File: src/rtl/com_bus_arbiter_pkg.sv
// Shared definitions for the common-bus arbiter: parameter defaults,
// FSM state encoding and a small index helper.
package com_bus_arbiter_pkg;

   // Default sizing: 4 I-cache + 4 D-cache requesters on the common bus
   localparam int unsigned NUM_REQ_DEF    = 8;
   localparam int unsigned MAX_TENURE_DEF = 16;
   localparam int unsigned ID_W_DEF       = 3;

   // Tenure counter width covers the full legal MAX_TENURE range (2..255)
   localparam int unsigned CNT_W          = 8;

   // Arbiter FSM states
   typedef enum logic [1:0] {
      ST_IDLE    = 2'd0,
      ST_GRANT   = 2'd1,
      ST_RELEASE = 2'd2
   } arb_state_e;

   // Increment an index modulo n (n need not be a power of two)
   function automatic int unsigned wrap_inc(input int unsigned idx,
                                            input int unsigned n);
      return ((idx + 32'd1) >= n) ? 32'd0 : (idx + 32'd1);
   endfunction

endpackage : com_bus_arbiter_pkg

File: src/rtl/com_bus_arbiter_if.sv
// Common-bus request/grant bundle between the cache wrappers and the arbiter.
interface com_bus_arbiter_if
   import com_bus_arbiter_pkg::*;
#(
   parameter int unsigned NUM_REQ = NUM_REQ_DEF,
   parameter int unsigned ID_W    = ID_W_DEF
);

   logic [NUM_REQ-1:0] Com_Bus_Req;
   logic [NUM_REQ-1:0] Com_Bus_Gnt;
   logic [ID_W-1:0]    Gnt_id;
   logic               Bus_busy;
   logic               Tenure_expired;

   // Requester side: drives requests, observes grant status
   modport master (
      output Com_Bus_Req,
      input  Com_Bus_Gnt,
      input  Gnt_id,
      input  Bus_busy,
      input  Tenure_expired
   );

   // Arbiter side: observes requests, drives grant status
   modport slave (
      input  Com_Bus_Req,
      output Com_Bus_Gnt,
      output Gnt_id,
      output Bus_busy,
      output Tenure_expired
   );

endinterface : com_bus_arbiter_if

File: src/rtl/com_bus_arbiter_rr_priority_picker.sv
// Round-robin priority picker: first set request at or after ptr, wrapping
// from NUM_REQ-1 back to 0. Purely combinational.
module rr_priority_picker
   import com_bus_arbiter_pkg::*;
#(
   parameter int unsigned NUM_REQ = NUM_REQ_DEF,
   parameter int unsigned ID_W    = ID_W_DEF
) (
   input  logic [NUM_REQ-1:0] req,
   input  logic [ID_W-1:0]    ptr,
   output logic               valid_c,
   output logic [ID_W-1:0]    winner_c
);

   // Scan NUM_REQ positions starting at ptr; the first hit wins
   always_comb begin
      int unsigned idx;
      valid_c  = 1'b0;
      winner_c = '0;
      idx      = 32'd0;
      for (int unsigned k = 0; k < NUM_REQ; k++) begin
         idx = 32'(ptr) + k;
         if (idx >= NUM_REQ) begin
            idx = idx - NUM_REQ;
         end
         if (!valid_c && req[ID_W'(idx)]) begin
            valid_c  = 1'b1;
            winner_c = ID_W'(idx);
         end
      end
   end

endmodule : rr_priority_picker

File: src/rtl/com_bus_arbiter.sv
// Common-bus arbiter: round-robin grant of the shared address/data bus to
// one of NUM_REQ cache requesters, with bounded tenure and a one-cycle
// turnaround between owners.
module com_bus_arbiter
   import com_bus_arbiter_pkg::*;
#(
   parameter int unsigned NUM_REQ    = NUM_REQ_DEF,
   parameter int unsigned MAX_TENURE = MAX_TENURE_DEF,
   parameter int unsigned ID_W       = ID_W_DEF
) (
   input  logic             clk,
   input  logic             rst_n,
   com_bus_arbiter_if.slave bus
);

   // Counter value of the last permitted grant cycle in a tenure
   localparam logic [CNT_W-1:0] CNT_LAST = CNT_W'(MAX_TENURE - 1);

   arb_state_e         state_q,   state_d;
   logic [NUM_REQ-1:0] gnt_q,     gnt_d;
   logic [ID_W-1:0]    gnt_id_q,  gnt_id_d;
   logic [ID_W-1:0]    ptr_q,     ptr_d;
   logic [CNT_W-1:0]   cnt_q,     cnt_d;
   logic               busy_q,    busy_d;
   logic               expired_q, expired_d;

   logic               pick_valid_c;
   logic [ID_W-1:0]    pick_winner_c;
   logic               owner_req_c;

   rr_priority_picker #(
      .NUM_REQ (NUM_REQ),
      .ID_W    (ID_W)
   ) u_picker (
      .req      (bus.Com_Bus_Req),
      .ptr      (ptr_q),
      .valid_c  (pick_valid_c),
      .winner_c (pick_winner_c)
   );

   // Current grantee's request level; only meaningful in GRANT
   assign owner_req_c = bus.Com_Bus_Req[gnt_id_q];

   // Next-state and registered-output logic
   always_comb begin
      state_d   = state_q;
      gnt_d     = gnt_q;
      gnt_id_d  = gnt_id_q;
      ptr_d     = ptr_q;
      cnt_d     = cnt_q;
      busy_d    = busy_q;
      expired_d = 1'b0;

      unique case (state_q)
         ST_IDLE: begin
            if (pick_valid_c) begin
               state_d  = ST_GRANT;
               gnt_d    = NUM_REQ'(1) << pick_winner_c;
               gnt_id_d = pick_winner_c;
               ptr_d    = ID_W'(wrap_inc(32'(pick_winner_c), NUM_REQ));
               cnt_d    = '0;
               busy_d   = 1'b1;
            end
         end

         ST_GRANT: begin
            // Voluntary release, or forced release on the final tenure cycle
            if (!owner_req_c || (cnt_q == CNT_LAST)) begin
               state_d   = ST_RELEASE;
               gnt_d     = '0;
               gnt_id_d  = '0;
               cnt_d     = '0;
               expired_d = owner_req_c;
            end else begin
               cnt_d = cnt_q + CNT_W'(1);
            end
         end

         ST_RELEASE: begin
            // Single turnaround cycle for the tri-stated bus
            state_d = ST_IDLE;
            busy_d  = 1'b0;
         end

         default: begin
            state_d  = ST_IDLE;
            gnt_d    = '0;
            gnt_id_d = '0;
            cnt_d    = '0;
            busy_d   = 1'b0;
         end
      endcase
   end

   // State and output registers; reset drops any grant immediately
   always_ff @(posedge clk or negedge rst_n) begin
      if (!rst_n) begin
         state_q   <= ST_IDLE;
         gnt_q     <= '0;
         gnt_id_q  <= '0;
         ptr_q     <= '0;
         cnt_q     <= '0;
         busy_q    <= 1'b0;
         expired_q <= 1'b0;
      end else begin
         state_q   <= state_d;
         gnt_q     <= gnt_d;
         gnt_id_q  <= gnt_id_d;
         ptr_q     <= ptr_d;
         cnt_q     <= cnt_d;
         busy_q    <= busy_d;
         expired_q <= expired_d;
      end
   end

   assign bus.Com_Bus_Gnt    = gnt_q;
   assign bus.Gnt_id         = gnt_id_q;
   assign bus.Bus_busy       = busy_q;
   assign bus.Tenure_expired = expired_q;

endmodule : com_bus_arbiter

File: src/flat_wrapper.sv
// flat-port wrapper written by rule: the top's interface ports become plain ports
module com_bus_arbiter_flat import com_bus_arbiter_pkg::*;
#(
   parameter int unsigned NUM_REQ    = NUM_REQ_DEF,
   parameter int unsigned MAX_TENURE = MAX_TENURE_DEF,
   parameter int unsigned ID_W       = ID_W_DEF
)
  (clk, rst_n, bus_Com_Bus_Req, bus_Com_Bus_Gnt, bus_Gnt_id, bus_Bus_busy, bus_Tenure_expired);
  com_bus_arbiter_if #(.NUM_REQ(NUM_REQ), .ID_W(ID_W)) bus_i ();
  input  logic clk;
  input  logic rst_n;
  input wire logic [$bits(bus_i.Com_Bus_Req)-1:0] bus_Com_Bus_Req;
  output wire logic [$bits(bus_i.Com_Bus_Gnt)-1:0] bus_Com_Bus_Gnt;
  output wire logic [$bits(bus_i.Gnt_id)-1:0] bus_Gnt_id;
  output wire logic [$bits(bus_i.Bus_busy)-1:0] bus_Bus_busy;
  output wire logic [$bits(bus_i.Tenure_expired)-1:0] bus_Tenure_expired;
  assign bus_i.Com_Bus_Req = bus_Com_Bus_Req;
  assign bus_Com_Bus_Gnt = bus_i.Com_Bus_Gnt;
  assign bus_Gnt_id = bus_i.Gnt_id;
  assign bus_Bus_busy = bus_i.Bus_busy;
  assign bus_Tenure_expired = bus_i.Tenure_expired;
  com_bus_arbiter #(.NUM_REQ(NUM_REQ), .MAX_TENURE(MAX_TENURE), .ID_W(ID_W)) u_core (.clk(clk), .rst_n(rst_n), .bus(bus_i));
endmodule
File: config.mk
export PLATFORM = sky130hd
export DESIGN_NAME = com_bus_arbiter_flat
export DESIGN_NICKNAME = d
export VERILOG_FILES = /design/src/rtl/com_bus_arbiter_pkg.sv /design/src/rtl/com_bus_arbiter_if.sv /design/src/rtl/com_bus_arbiter_rr_priority_picker.sv /design/src/rtl/com_bus_arbiter.sv /design/src/flat_wrapper.sv
export SDC_FILE = /design/constraint.sdc
export NUM_CORES = 1
export LEC_CHECK = 0
export ABC_AREA = 0
export CORE_UTILIZATION = 55
export CTS_CLUSTER_SIZE = 20
export DETAILED_ROUTE_END_ITERATION = 7
export PLACE_DENSITY = 0.77
export SETUP_SLACK_MARGIN = 0.5
export SYNTH_ARGS = -nofsm -noshare
export SYNTH_HDL_FRONTEND = slang
export SYNTH_SLANG_ARGS = --single-unit
File: constraint.sdc
create_clock -name clk -period 6.31 [get_ports clk]
set_input_delay 1.262 -clock clk [delete_from_list [all_inputs] [get_ports clk]]
set_output_delay 1.262 -clock clk [all_outputs]
set_load 0.03 [all_outputs]
### Yosys cells after proc, flatten, opt, wreduce, memory -nomap -nowiden

Cells that the tools add are included.

| operators by class | value |
|---|---|
| bitwise logic cells | 2 |
| shift-type cells | 1 |
| reduce and logical (&&, ||, !) cells | 22 |
| mux-type cells | 59 |
| add/subtract/negate cells | 17 |
| eq/ne operators | 5 |
| magnitude comparators | 18 |

Operator list:

| kind | number |
|---|---|
| two-way mux 3 bit | 19 |
| one-hot mux 8 bit (3 select lines) | 2 |
| less-than comparator 3 x 4 -> 1 bit (second input constant) | 9 |
| >= comparator 4 bit (second input constant) | 8 |
| two-way mux 8 bit | 4 |
| binary-select mux 1 bit (select 3 bit) | 9 |
| subtractor 3 x 1 -> 3 bit (second input constant) | 8 |
| two-way mux 1 bit | 20 |
| adder 3 x 3 -> 4 bit (second input constant) | 4 |
| one-hot mux 3 bit (3 select lines) | 1 |
| adder 3 x 1 -> 4 bit (second input constant) | 2 |
| adder 3 x 2 -> 4 bit (second input constant) | 2 |
| adder 8 x 1 -> 8 bit (second input constant) | 1 |
| == test 8 x 4 -> 1 bit (second input constant) | 1 |
| logical NOT 1 bit | 8 |
| AND reduction 2 bit | 4 |
| << shifter 1 x 3 -> 8 bit (first input constant) | 1 |
| logical AND 1 bit | 7 |
| >= comparator 3 x 4 -> 1 bit (second input constant) | 1 |
| two-way mux 2 bit | 2 |
| inequality test 2 x 1 -> 1 bit (second input constant) | 2 |
| one-hot mux 2 bit (2 select lines) | 1 |
| AND reduction 3 bit | 1 |
| == test 2 x 1 -> 1 bit (second input constant) | 1 |
| 5 further kinds | 6 |

| storage, ports and cells | value |
|---|---|
| flip-flop bits (word level) | 26 |
| word-level logic and storage cells | 131 |

### Longest topological paths before layout

Gate-level depths: netlist (run 1).

| depth | value |
|---|---|
| depth in word-level cells | 29 |
| mapped depth | 16 |
| depth with buffers taken out | 13 |

### Hierarchy

A second synthesis (run 1) with hierarchy kept.

| second synthesis, totals | value |
|---|---|
| cells, all modules | 212 |
| area total of the unflattened synthesis | 2082.0 um2 |

Modules (own cells, without submodules):

| module | area an instance (um2) | cells each | instances | sequential area each (um2) |
|---|---|---|---|---|
| com_bus_arbiter | 1268.7 | 112 | 1 | 650.6 |
| rr_priority_picker | 813.3 | 100 | 1 | 0.0 |

### Least setup slack after synthesis (run 1)

No wires, ideal clock.

| path | value |
|---|---|
| path type | in2reg |
| from | in bus_Com_Bus_Req[7] |
| to | reg u_core.ptr_q[2] |
| library setup time | 0.132 ns |
| data arrival time | 3.682 ns |
| cell stages on the path | 12 |
| slack | 2.496 ns |
| data required time | 6.178 ns |
| cell sequence | buf_2 -> mux4_2 -> mux2i_2 -> nor2_1 -> a2111oi_2 -> a32oi_2 -> o221ai_2 -> inv_2 -> ha_1 -> ha_1 -> o311ai_1 -> o21ai_1 |

| on the way | value |
|---|---|
| word-level cells in the longest chain between the ends | 27 |

RTL lines:

| what | RTL line | text |
|---|---|---|
| start, declared | flat_wrapper.sv:12 | `input wire logic [$bits(bus_i.Com_Bus_Req)-1:0] bus_Com_Bus_Req;` |
| binary-select mux 1 bit (select 3 bit) | com_bus_arbiter_rr_priority_picker.sv:26 | `if (!valid_c && req[ID_W'(idx)]) begin` |
| two-way mux 1 bit (implied by the code) | com_bus_arbiter_rr_priority_picker.sv:26 |  |
| two-way mux 1 bit | com_bus_arbiter_rr_priority_picker.sv:26 |  |
| logical NOT 1 bit | com_bus_arbiter_rr_priority_picker.sv:26 |  |
| logical AND 1 bit | com_bus_arbiter_rr_priority_picker.sv:26 |  |
| two-way mux 1 bit | com_bus_arbiter_rr_priority_picker.sv:26 |  |
| logical NOT 1 bit | com_bus_arbiter_rr_priority_picker.sv:26 |  |
| logical AND 1 bit | com_bus_arbiter_rr_priority_picker.sv:26 |  |
| [11 not listed] | -- |  |
| logical AND 1 bit | com_bus_arbiter_rr_priority_picker.sv:26 |  |
| two-way mux 1 bit | com_bus_arbiter_rr_priority_picker.sv:26 |  |
| logical NOT 1 bit | com_bus_arbiter_rr_priority_picker.sv:26 |  |
| logical AND 1 bit | com_bus_arbiter_rr_priority_picker.sv:26 |  |
| two-way mux 3 bit | com_bus_arbiter_rr_priority_picker.sv:26 |  |
| adder 3 x 1 -> 4 bit | com_bus_arbiter_pkg.sv:23 | `return ((idx + 32'd1) >= n) ? 32'd0 : (idx + 32'd1);` |
| >= comparator 4 bit | com_bus_arbiter_pkg.sv:23 |  |
| two-way mux 3 bit | com_bus_arbiter_pkg.sv:23 |  |
| end signal, assigned | com_bus_arbiter.sv:109 | `ptr_q <= ptr_d;` |
| end, declared | com_bus_arbiter.sv:22 | `logic [ID_W-1:0] ptr_q, ptr_d;` |

Several ways; a longest one is shown, not always the timed one. The select of a mux whose other input is x is not followed.
A chain may end at the register's enable or synchronous reset.

### Worst setup path in the final report (run 1)

| path | value |
|---|---|
| from | reg u_core.ptr_q[1] |
| to | reg u_core.ptr_q[2] |

| on the way | value |
|---|---|
| word-level cells in the longest chain between the ends | 29 |

RTL lines:

| what |
|---|
| parallel branches: the longest is 29 deep, another holds adder 3 x 1 -> 4 bit |

Several ways; the timed one is not identified. The select of a mux whose other input is x is not followed.

==> flow_metrics.tcl, run 1 <==
set metrics [dict create \
    critical_path_depth 12 \
    fillers 328 \
    synth_top_family_by_area "multiplexers" \
    grt_pass1_vias 1675 \
    netlist.area_leader.share_pct 27.5 \
    row_count 23 \
    slowest_stage "ha_1" \
    critPathBufInv 1 \
    hold_viol_final 0 \
    post_cts_resized 0 \
    met2WireLength_um 2340 \
    htreeDepth 1 \
    drc_errors 0 \
    synth-compound-area-share_pct 21.4 \
    cts.sink_count 26 \
    clkTransAtPathRegs_ns 0.09 \
    timing.rr.end "u_core.ptr_q[2]$_DFFE_PN0P_" \
    synth_area_leader_cell "dfrtp_1" \
    period_needed_ns 4.38 \
    first_pass_iters 4 \
    cts-hold-fix-buffers 0 \
    ys_ff_latch 26 \
    ant_nets 0 \
    min_period_over_period_pct 69.4 \
    rr_worst_depth 12 \
    synthMuxAreaShare_pct 23.9 \
    gp_congestion 0.977 \
    final.setup.worst_slack_ns 1.93 \
    numPortBuffers 22 \
    grt_overflow 0 \
    cp.required_ns 6.45 \
    grt_use_total_pct 24.6 \
    hold_path_class "register to register" \
    syn_inst 225 \
    wl_met1_um 2330 \
    cts_tree "yes" \
    final_cell_mix "dfrtp_1 (26), clkdlybuf4s50_1 (22), nand2_1 (18)" \
    syn_nets 244 \
    cts_buffer_depth 2 \
    die-area_um2 4570 \
    syn_area_um2 2360 \
    synth-main-ff-cell "dfrtp_1" \
    rrSetupSlack_ns 1.93 \
    min_from "u_core.cnt_q[7]$_DFFE_PN0P_" \
    synth_xor_area_share_pct 0.741 \
    slew_headroom_pct 56.8 \
    r2r_start "u_core.ptr_q[1]$_DFFE_PN0P_" \
    synth-edff-count 0 \
    root_buffer "clkbuf_8" \
    antenna_found_initial 0 \
    top_layer "met4" \
    ys_types 64 \
    cp.arrival_ns 4.52 \
    dr_wl_met3_um 366 \
    initial_utilization_pct 58.3 \
    worst_setup_path_start_kind "register" \
    io_pins 23 \
    grt_start_max_net_pins 28 \
    wire_per_inst_um 17.4 \
    worst_pin_slew_ns 0.646 \
    yosysSeqAreaShare_pct 27.5 \
    hold_path_depth 1 \
    yosys_warnings 0 \
    place_ws_ns 1.72 \
    final_common_cell "dfrtp_1" \
    grt_setup_unrepaired "false" \
    drive_gt1_share_pct 19.0 \
    max_freq_mhz 228 \
    totalWireLength_um 5080 \
    cp_top_family "adder cells" \
    critical-path-max-stage-delay_ns 0.71 \
    slew_viol_final 0 \
    synthArstFlopShare_pct 100 \
    status "completed" \
    critPathMostFrequentCell "ha_1" \
    n_antenna_cell 0 \
    area_growth_pct 10.6 \
    path_cells "clkinv_1 -> ha_1 -> mux4_2 -> nand2_1 -> a21boi_1 -> nor2_1 -> o21a_1 -> o32a_2 -> ha_1 -> ha_1 -> o311ai_1 -> o21ai_1" \
    netlist_top_cells_area "dfrtp_1 (28%), mux4_2 (11%), mux2i_1 (5.1%)" \
    setup_viol 0 \
    drt-initial-drc-count 150 \
    yosys.area_share.simple_pct 15.5 \
    synth-adder-area-share_pct 4.76 \
    finalNetCount 262 \
    final_util_pct 64.5 \
    cp_max_fo 14 \
    cp-end-kind "register" \
    cts_inserted_buffers 3 \
    clock_latency_ns 0.27 \
    critPathKind "register to register" \
    cap_violations 0 \
    post_cts_buffers 0 \
    hold_end "u_core.cnt_q[7]$_DFFE_PN0P_" \
    die_h_um 67.6 \
    vias 1911 \
    avgSynthCellArea_um2 10.5 \
    hpwl_um 3690 \
    setup_tns_ns 0 \
    die_w_um 67.6 \
    coreArea_um2 4060 \
    vias_per_cell 6.54 \
    fin_skew_ns 0.00540 \
    grt_pass1_wl_um 8400 \
]
## worst max path at each step
stage                                startpoint                           to  slack (ns)
floorplan                    bus_Com_Bus_Req[7]  u_core.ptr_q[2]$_DFFE_PN0P_        2.50
global placement             bus_Com_Bus_Req[3]  u_core.ptr_q[2]$_DFFE_PN0P_        1.70
detailed placement           bus_Com_Bus_Req[3]  u_core.ptr_q[2]$_DFFE_PN0P_        1.72
CTS                 u_core.ptr_q[1]$_DFFE_PN0P_  u_core.ptr_q[2]$_DFFE_PN0P_        1.95
global route        u_core.ptr_q[1]$_DFFE_PN0P_  u_core.ptr_q[2]$_DFFE_PN0P_        1.60
finish              u_core.ptr_q[1]$_DFFE_PN0P_  u_core.ptr_q[2]$_DFFE_PN0P_        1.93
## registers in the layout, summed over array words and instances, names as in the netlist
name / cells
u_core.ptr_q: 3
u_core.bus.Com_Bus_Gnt: 8
u_core.bus.Gnt_id: 3
u_core.cnt_q: 8
u_core.state_q: 2
u_core.bus.Tenure_expired: 1
u_core.bus.Bus_busy: 1
## metal layers
metal / vias to the layer above / GRT usage (%)
met2: 82 / 35.3
met1: 924 / 37.2
met5: - / 0
li1: 899 / -
met3: 6 / 6.76
met4: 0 / 3.72
## through the flow
step / hold slack, ns / cells / area [um^2]
2_1_floorplan: 0.447 / 225 / 2360
3_3_place_gp: 0.468 / 288 / 2560
3_5_place_dp: 0.482 / 288 / 2560
4_1_cts: 0.495 / 292 / 2620
5_1_grt: 0.530 / 292 / 2620
6_report: 0.495 / 292 / 2620
## cell usage after synthesis (2+ instances only)
library cell and instances:
dfrtp_1 26, nand2_1 18, o21ai_0 17, nor2_1 16, mux2i_1 12, mux4_2 12
ha_1 9, inv_1 8, nand2b_1 7, a32o_1 6, nand3_1 6, a22o_1 5
and3_1 4, clkbuf_8 4, mux2_2 4, o211ai_1 4, a211oi_1 3, a21oi_1 3
buf_2 3, inv_2 3, nor2b_1 3, a21o_1 2, a22oi_1 2, buf_6 2
mux4_1 2, nor4_1 2, o21ba_2 2, o22ai_1 2, o31ai_1 2, xor2_1 2
## cell type report
cell class | instances | area (um^2) | share of cell area [%]
clock buffers | 4 | 55.1 | 2.10
repair buffers | 24 | 235 | 8.99
flip-flops and latches | 26 | 651 | 24.9
inverters | 12 | 45.0 | 1.72
multi-input cells | 176 | 1570 | 59.9
well taps | 50 | 62.6 | 2.39
## kinds of logic (layout without fill, tap and decap cells)
| group | after synthesis | count (layout) |
|---|---|---|
| fa+ha+maj | 9 | 9 |
| compound gates | 64 | 64 |
| buf+inv | 23 | 40 |
| simple gates | 67 | 67 |
| xor+xnor | 2 | 2 |
| flops | 26 | 26 |
| mux | 34 | 34 |
Power of run 1 is left out: the tool's default activity adds up to more than one toggle a clock period on the data nets, which glitch-free logic cannot reach.
==> run 2, diff against run 1 <==
--- a/config.mk
+++ b/config.mk
@@ -6,7 +6,7 @@
 export NUM_CORES = 1
 export LEC_CHECK = 0
 export ABC_AREA = 0
-export CORE_UTILIZATION = 55
+export CORE_UTILIZATION = 52
 export CTS_CLUSTER_SIZE = 20
 export DETAILED_ROUTE_END_ITERATION = 7
 export PLACE_DENSITY = 0.77
==> constraint.sdc (replaced) <==
create_clock -name clk -period 3.7 [get_ports clk]
set_input_delay 0.74 -clock clk [delete_from_list [all_inputs] [get_ports clk]]
set_output_delay 0.74 -clock clk [all_outputs]
set_load 0.03 [all_outputs]
==> run 2 against run 1 <==
Net effect:
- design area rose by 18%
- wire length up 32%
- maximum frequency grew 37%
- non-clock buffer count is 41 higher
- flip-flop and latch count stayed put
- worst hold slack barely moved
- via count rose by 14%
- clock skew hardly changed
- die area grew 5.6%
- first-iteration DRC count increased by 5.3%
- clock-buffer cell count fell by 1
- utilization up 6.4 points
- critical endpoint unchanged
==> flow_metrics.tcl, run 2 (same netlist as run 1, synthesis figures left out) <==
set metrics [dict create \
    status "completed" \
    hpwl_um 4560 \
    place_ws_ns -0.111 \
    die_h_um 69.4 \
    grt_use_total_pct 27.4 \
    grt_start_max_net_pins 27 \
    cts_tree "yes" \
    setup_viol 0 \
    cts.sink_count 26 \
    io_pins 23 \
    hold_path_depth 1 \
    antenna_found_initial 0 \
    htreeDepth 1 \
    vias 2175 \
    dp_cells 317 \
    final_cell_mix "buf_4 (36), dfrtp_1 (25), nand2_1 (17), o21ai_0 (17)" \
    gp_congestion 0.861 \
    final_common_cell "buf_4" \
    slew_headroom_pct 56.3 \
    coreArea_um2 4350 \
    die-area_um2 4820 \
    cp.arrival_ns 3.33 \
    cp-end-kind "register" \
    clkTransAtPathRegs_ns 0.09 \
    min_period_over_period_pct 86.1 \
    cp.required_ns 3.84 \
    cts-hold-fix-buffers 0 \
    hold_viol_final 0 \
    totalWireLength_um 6720 \
    n_antenna_cell 0 \
    first_pass_iters 4 \
    worst_setup_path_start_kind "register" \
    grt_pass1_wl_um 10500 \
    drt-initial-drc-count 158 \
    drc_errors 0 \
    worst_pin_slew_ns 0.653 \
    cp_max_fo 4 \
    cap_violations 0 \
    grt_overflow 0 \
    hold_path_class "register to register" \
    slew_viol_final 0 \
    critPathKind "register to register" \
    cts_inserted_buffers 3 \
    rr_worst_depth 13 \
    area_growth_pct 30.4 \
    die_w_um 69.4 \
    max_freq_mhz 314 \
    vias_per_cell 6.49 \
    final_util_pct 70.8 \
    root_buffer "clkbuf_8" \
    cts_buffer_depth 2 \
    final.setup.worst_slack_ns 0.514 \
    layout.cells.non_filler 335 \
    row_count 24 \
    drive_gt1_share_pct 38.2 \
    period_needed_ns 3.19 \
    initial_utilization_pct 54.3 \
    numPortBuffers 22 \
    wire_per_inst_um 20.1 \
    fin_skew_ns 0.00500 \
    finalNetCount 303 \
    clock_latency_ns 0.27 \
    grt_setup_unrepaired "true" \
    ant_nets 0 \
    grt_pass1_vias 2099 \
]
-- run 2: cell types whose count changed in the layout (fill, tap and decap cells not counted), moves of 2 or more --
| cell | change |
|---|---|
| buf_4 | +34 |
| buf_6 | +4 |
| buf_8 | +2 |
| clkbuf_2 | +6 |
| clkdlybuf4s50_1 | -8 |
| ha_1 | -5 |
| ha_4 | +4 |
| nor2_1 | -2 |
| nor2_2 | +2 |
-- run 2: per-stage QoR --
step / cell area, um^2 / hold slack (ns) / setup TNS, ns
2_1_floorplan: 2430 / 0.444 / 0
3_3_place_gp: 2820 / 0.473 / -0.00910
3_5_place_dp: 2820 / 0.480 / -0.449
4_1_cts: 2980 / 0.499 / 0
5_1_grt: 3080 / 0.523 / 0
6_report: 3080 / 0.494 / 0
-- run 2: final timing paths --
kind | start | end | slack (ns)
setup / recovery | u_core.ptr_q[0]$_DFFE_PN0P_ | u_core.ptr_q[2]$_DFFE_PN0P_ | 0.51
hold / removal | u_core.cnt_q[7]$_DFFE_PN0P_ | u_core.cnt_q[7]$_DFFE_PN0P_ | 0.49
setup reg to reg | u_core.ptr_q[0]$_DFFE_PN0P_ | u_core.ptr_q[2]$_DFFE_PN0P_ | 0.51
hold reg to reg | u_core.cnt_q[7]$_DFFE_PN0P_ | u_core.cnt_q[7]$_DFFE_PN0P_ | 0.49
max in group asynchronous | rst_n | u_core.ptr_q[0]$_DFFE_PN0P_ | 2.60
min in group asynchronous | rst_n | u_core.cnt_q[7]$_DFFE_PN0P_ | 0.83
-- run 2: final cells by class --
type / count / area, um^2
multi-input combinational: 176 / 1690
fill: 303 / 1270
sequential: 26 / 652
timing repair buffer: 65 / 554
tap: 52 / 65.1
inverter: 12 / 47.5
clock buffer: 3 / 41.3
clock inverter: 1 / 30.0
-- run 2: critical path, cell delays in order, from the launching register on --
cell       delay, ns
dfrtp_2         0.43
inv_4           0.06
ha_4            0.29
mux4_2          0.57
mux2_4          0.31
nor4b_4         0.28
a2111oi_4       0.07
a32oi_2         0.26
o221ai_2        0.16
inv_2           0.11
ha_4            0.15
ha_4            0.19
o311ai_1        0.06
o21ai_1         0.10
-- run 2: layer usage --
layer / global-route usage, % / share of wire (%)
met5: 0 / 0
met2: 47.8 / 52
met3: 2.03 / 6.8
met1: 36.1 / 39
met4: 9.07 / 2.3
-- run 2: timing repair --
| item | 4_1_cts | 5_1_grt |
|---|---|---|
| resized for setup | 13 | 32 |
| cloned | 0 | 1 |
| setup buffers | 7 | 6 |
| endpoints found under the hold margin | 0 | 0 |
| endpoints found under the setup margin | 22 | 21 |
| pin swaps | 2 | 8 |
Power of run 2 is left out for the same reason.
